**config.mk**
```make
export PLATFORM = sky130hd
export DESIGN_NAME = bus_slave_regbank
export DESIGN_NICKNAME = d
export VERILOG_FILES = /design/src/rtl/bus_pkg.sv /design/src/rtl/bus_wait_counter.sv /design/src/rtl/bus_slave_regbank.sv
export SDC_FILE = /design/constraint.sdc
export NUM_CORES = 1
export LEC_CHECK = 0
export CAP_MARGIN = 40
export CORE_MARGIN = 3
export CORE_UTILIZATION = 50
export DETAILED_ROUTE_END_ITERATION = 7
export GPL_TIMING_DRIVEN = 0
export HOLD_SLACK_MARGIN = 0.12
export PLACE_DENSITY = 0.74
export SYNTH_ARGS = -nofsm -noshare
export SYNTH_HDL_FRONTEND = slang
export SYNTH_SLANG_ARGS = --single-unit
```
**constraint.sdc**
```tcl
create_clock -name clk -period 7 [get_ports clk]
set_input_delay 1.4 -clock clk [delete_from_list [all_inputs] [get_ports clk]]
set_output_delay 1.4 -clock clk [all_outputs]
set_load 0.02 [all_outputs]
```
**src/rtl/bus_pkg.sv**
```systemverilog
// rtl/bus_pkg.sv - shared bus constants, slave FSM states and address decode
package bus_pkg;

  localparam int BUS_AW = 32;
  localparam int BUS_DW = 32;

  typedef enum logic [1:0] {
    IDLE = 2'd0,
    WAIT = 2'd1,
    RESP = 2'd2
  } slave_state_t;

  // Window compare is done one bit wider so a window ending at 4 GiB does not wrap.
  function automatic logic decode_hit(input logic [BUS_AW-1:0] addr,
                                      input logic [BUS_AW-1:0] base,
                                      input int unsigned       num_words);
    logic [BUS_AW:0] a;
    logic [BUS_AW:0] lo;
    logic [BUS_AW:0] hi;
    a  = {1'b0, addr};
    lo = {1'b0, base};
    hi = lo + ({1'b0, BUS_AW'(num_words)} << 2);
    return (addr[1:0] == 2'b00) && (a >= lo) && (a < hi);
  endfunction

endpackage

```
**src/rtl/bus_wait_counter.sv**
```systemverilog
// rtl/bus_wait_counter.sv - 4-bit loadable down-counter for slave wait states
module bus_wait_counter (
  input  logic       clk,
  input  logic       rst,
  input  logic       load,
  input  logic [3:0] load_value,
  input  logic       dec,
  output logic       zero
);

  logic [3:0] count;

  always_ff @(posedge clk) begin
    if (rst) begin
      count <= 4'd0;
    end else if (load) begin
      count <= load_value;
    end else if (dec && (count != 4'd0)) begin
      count <= count - 4'd1;
    end
  end

  assign zero = (count == 4'd0);

endmodule

```
**src/rtl/bus_slave_regbank.sv**
```systemverilog
// rtl/bus_slave_regbank.sv - word-addressed register bank slave with wait states and decode error
module bus_slave_regbank
  import bus_pkg::*;
#(
  parameter logic [31:0] BASE_ADDR   = 32'h0000_1000,
  parameter int          NUM_WORDS   = 16,
  parameter int          WAIT_CYCLES = 0
) (
  input  logic        clk,
  input  logic        rst,
  input  logic [31:0] ADDR_BUS,
  input  logic [31:0] DATA_WBUS,
  input  logic        BUS_WE,
  input  logic        BUS_VALID,
  output logic        SLAVE_READY,
  output logic [31:0] DATA_RBUS,
  output logic        BUS_ERR
);

  localparam int         IW        = $clog2(NUM_WORDS);
  localparam logic [3:0] WAIT_LOAD = (WAIT_CYCLES > 0) ? 4'(WAIT_CYCLES - 1) : 4'd0;

  slave_state_t state;
  slave_state_t next_state;

  logic [31:0]   mem [NUM_WORDS];
  logic          hit;
  logic [IW-1:0] idx;
  logic          cnt_load;
  logic          cnt_dec;
  logic          cnt_zero;

  // The bus is required stable for the whole request, so decode runs straight off it.
  assign hit = decode_hit(ADDR_BUS, BASE_ADDR, NUM_WORDS);
  assign idx = IW'((ADDR_BUS - BASE_ADDR) >> 2);

  bus_wait_counter u_wait_counter (
    .clk        (clk),
    .rst        (rst),
    .load       (cnt_load),
    .load_value (WAIT_LOAD),
    .dec        (cnt_dec),
    .zero       (cnt_zero)
  );

  always_comb begin
    next_state = state;
    cnt_load   = 1'b0;
    cnt_dec    = 1'b0;
    case (state)
      IDLE: begin
        if (BUS_VALID) begin
          if (WAIT_CYCLES > 0) begin
            next_state = WAIT;
            cnt_load   = 1'b1;
          end else begin
            next_state = RESP;
          end
        end
      end
      WAIT: begin
        if (!BUS_VALID) begin
          next_state = IDLE;
        end else if (cnt_zero) begin
          next_state = RESP;
        end else begin
          cnt_dec = 1'b1;
        end
      end
      RESP:    next_state = IDLE;
      default: next_state = IDLE;
    endcase
  end

  always_ff @(posedge clk) begin
    if (rst) begin
      state       <= IDLE;
      SLAVE_READY <= 1'b0;
      DATA_RBUS   <= '0;
      BUS_ERR     <= 1'b0;
      for (int i = 0; i < NUM_WORDS; i++) begin
        mem[i] <= '0;
      end
    end else begin
      state       <= next_state;
      SLAVE_READY <= (next_state == RESP);
      BUS_ERR     <= (next_state == RESP) && !hit;
      DATA_RBUS   <= ((next_state == RESP) && hit && !BUS_WE) ? mem[idx] : '0;
      // Writes land only at the handshake edge, so an aborted request never touches storage.
      if (SLAVE_READY && BUS_VALID && BUS_WE && hit) begin
        mem[idx] <= DATA_WBUS;
      end
    end
  end

endmodule

```
Word level (Yosys, flattened, before mapping)

Memories as Yosys holds them, arrays and structs flattened. A register that Yosys moved wholly into a read port is not among the register bits.
Index checks and enable logic that the tools add are counted.

Bits of input ports: 68
Register bits: 8
Memories kept: 1
Output and inout bits: 34
Memory bits (writable): 512
Word-level logic and storage cells: 44

Memory list:

| memory | words | width | rd ports | clocked after memory_dff | write ports | RTL line                | text |
|---|---|---|---|---|---|---|---|
| mem    | 16    | 32    | 1        | 1                        | 16          | bus_slave_regbank.sv:26 | `logic [31:0] mem [NUM_WORDS];` |

Add/subtract/negate cells: 2
Muxes and demuxes: 15
Order comparisons: 2
Reduce and logical (&&, ||, !) cells: 17
Eq/ne operators: 2
Bitwise operators: 1

Operator list:

| kind                                                  | count |
|---|---|
| >= comparator 32 x 13 -> 1 bit, second input constant | 1 |
| < comparator 32 x 13 -> 1 bit, second input constant  | 1 |
| two-way mux 32 bit                                    | 1 |
| OR reduction 32 bit                                   | 1 |
| logical AND 1 bit                                     | 9 |
| two-way mux 1 bit                                     | 9 |
| two-way mux 2 bit                                     | 3 |
| subtractor 6 x 1 -> 6 bit, second input constant      | 1 |
| logical NOT 2 bit                                     | 2 |
| logical NOT 4 bit                                     | 1 |
| two-way mux 4 bit                                     | 1 |
| case mux 2 bit (2 select lines)                       | 1 |
| nonzero test 4 bit                                    | 1 |
| subtractor 4 x 1 -> 4 bit, second input constant      | 1 |
| == test 2 x 1 -> 1 bit, second input constant         | 1 |
| == test 2 bit, second input constant                  | 1 |
| logical NOT 1 bit                                     | 2 |
| OR reduction 2 bit                                    | 1 |
| NOT 1 bit                                             | 1 |

Longest topological paths before layout

Depth in word-level cells: 9
Gate-level depth with buffers: 8
Depth with buffers taken out: 6

Modules after synthesis

A second synthesis with hierarchy kept.

Cell total of the unflattened synthesis: 1601
Area, all modules: 23777.8 um^2

By module, submodules not included:

| module            | instances | cells each | area each (um^2) | sequential area each (um^2) |
|---|---|---|---|---|
| bus_slave_regbank | 1         | 1572       | 23515.1          | 16095.4 |
| bus_wait_counter  | 1         | 29         | 262.8            | 80.1 |

Least setup slack after synthesis

OpenSTA, ideal clock, no wires.

Path kind: input-to-reg
From: in ADDR_BUS[13]
To: mem mem[8][0] (enable)
Setup time: 0.470 ns
Path slack: 1.623 ns
Data arrival time: 4.907 ns
Stages on the path: 6
Required time: 6.530 ns
Path buffers: 2
Path through: nor4b_2 -> and3_1 -> buf_2 -> nand4_1 -> clkbuf_1 -> o31ai_1

RTL lines:

| element         | RTL line                | text |
|---|---|---|
| start, declared | bus_slave_regbank.sv:11 | `input logic [31:0] ADDR_BUS,` |
| end, declared   | bus_slave_regbank.sv:26 |  |

==> out/results.ini <==
[status]
status=finished clean

[setup_path]
crit_path_top_delay_cell=o31ai_4
slowest_delay_ns=0.83
cp.arrival_ns=4.64
path_max_fanout=10
path_delay_family=buffers and inverters
critPathKind=in -> reg
cp.required_ns=7.31
cpMostUsedCell=buf_8
startpoint_type=input port
cp-end-kind=flop
crit_chain=clkdlybuf4s50_1 > nor4_2 > and3_1 > buf_2 > nand4_1 > clkbuf_1 > o31ai_4 > buf_8 > buf_8
cp_num_buf_inv=5

[synthesis]
yosysTopAreaCell=edfxtp_1
synth_top_area_share_pct=63.85
async_reset_ff_share_pct=0
ys_seq_area_share_pct=67.18
synth_area_mm2=0.02408
synth_nets=1659
synth-seq-cells=552
ys_types=39
synth_edf_count=512
syn_area_per_cell_um2=15.14
synth.most_common_cell=edfxtp_1
synth_warnings=0
synth.top_cells.by_area=edfxtp_1 (64%), mux4_2 (12%), and2_1 (5.0%)
ys.flop_type=edfxtp_1
synthCells=1590
netlist_top_cells_count=edfxtp_1 (512), nor2_1 (231), and2_1 (193), mux4_2 (128), clkbuf_1 (100)

[detailed_routing]
drc=0
viasPerCell=6.332
routedWlPerCell_um=29.11
drt_pass1_iterations=5
antenna_left=0
drtIter0Drc=2350
num_vias=15430
wl_um=70940

[power_and_ir_drop]
ir_drop_uv=170.3
powerDensity_mw_per_mm2=251.6
power_mw=7.158
p_leak_nw=10.14

[sta]
rsz0062_at_grt=false
holdWs_ns=0.5300
max_freq_ghz=0.2307
fin_crit_ns=4.334
slew_viol_final=0
post-route-period-util_pct=61.91
hold_violations=0
finalWorstSetupSlack_ns=2.666
tns_ns=0
maxSlewHeadroom_pct=34.28
fin_skew_ns=0.03353
setup_viol=0
tightest_slew_ns=0.9858

[global_routing]
grt_pass1_vias=15690
grt_max_degree=29
globalRoute.totalOverflow=0
antenna_found_initial=0
grt_usage_pct=28.28
grt_pass1_wl_um=102100

[floorplan]
die_w_um=225.4
dieArea_mm2=0.05083
start_util_pct=51.18
die_h_um=225.4
row_count=79
io_pins=102
core_mm2=0.04705

[hold_path]
min_path_type=reg -> reg

[clocking]
clkTransAtPathRegs_ns=0.06
post_cts_resized=0
cts_buffer_depth=3
cts_root_buf=clkbuf_16
cts_tree=built
postCtsSetupBuffers=0
clkSinkCount=552
cts_hold_buf=0
cts_made_buffers=54
h-tree-depth=2
clock_latency_ns=0.62

[placement]
gp_congestion=0.9035
buffer_ports.inserted=101
place_inst=2335
dpl_cell_area_mm2=0.02668
dpl.hpwl_um=47110
place_worst_setup_slack_ns=2.123

[finish]
final_nets=1853
drive_gt1_share_pct=18.59
design_area_mm2=0.02844
final_cell_count_no_fill=2437
area_delta_synth_final_pct=18.14
final_core_util_pct=60.46

[job]
maxCapViolCount=0

[final timing paths]
kind | from | endpoint | slack [ns] | depth (start not counted)
worst max-delay path | ADDR_BUS[19] | mem[4][22] | 2.67 | 9
worst min-delay path | u_wait_counter.count[3] | u_wait_counter.count[3] | 0.53 | 2
worst max register to register | SLAVE_READY | mem[4][22] | 3.96 | 7
worst min register to register | u_wait_counter.count[3] | u_wait_counter.count[3] | 0.53 | 2
[flip-flops by register name, indices dropped and copies added (netlist names)]
name	cells
BUS_ERR	1
DATA_RBUS	32
SLAVE_READY	1
mem	512
state	2
u_wait_counter.count	4
[cell families after synthesis]
family,share of synthesized area [%]
DFF,67.18
muxes,12.02
and+or+nand+nor,14.44
buffers and inverters,3.133
xor gates and xnor gates,0.1091
adders and majority gates,0.05196
AOI/OAI and AO/OA,3.071
[tightest hold or removal path, stage by stage, from the launching register on]
cell and delay [ns]:
dfxtp_1 0.34, xor2_1 0.08, nor2_1 0.08
[per-layer routing]
layer	wire [um]	GRT usage, %	up-vias
met5	0	0	-
met4	3722	13.39	0
li1	-	-	6336
met1	24580	37.30	7625
met3	9651	7.816	234
met2	32980	44.03	1235
[report_power, final]
| group | internal (mW) | switching [mW] |
|---|---|---|
| Sequential | 3.69 | 0.0295 |
| Clock | 1.67 | 1.25 |
| Combinational | 0.205 | 0.307 |
[layout make-up]
cell class                 instances  area (um2)
antenna                            1       2.502
buffer                           155       739.5
clock buffer                      77        1539
clock inverter                    24       222.7
fill                            3421       18610
inverter                           4       15.01
multi-input combinational        879        7282
sequential                       552       16180
tap                              607       759.5
timing repair buffer             138        1709
[placed cells by master, fill, tap and decap left out, drive strengths merged, types with 14 or more instances in the layout]
| master | n |
|---|---|
| and2 | 193 |
| clkinv | 18 |
| dfxtp | 40 |
| nor4 | 14 |
| edfxtp | 512 |
| nand2 | 69 |
| clkdlybuf4s50 | 101 |
| and3 | 97 |
| clkbuf | 186 |
| a21oi | 34 |
| buf | 83 |
| a22oi | 64 |
| nor2 | 231 |
| mux4 | 128 |
Power figures use the tool's default switching activity.
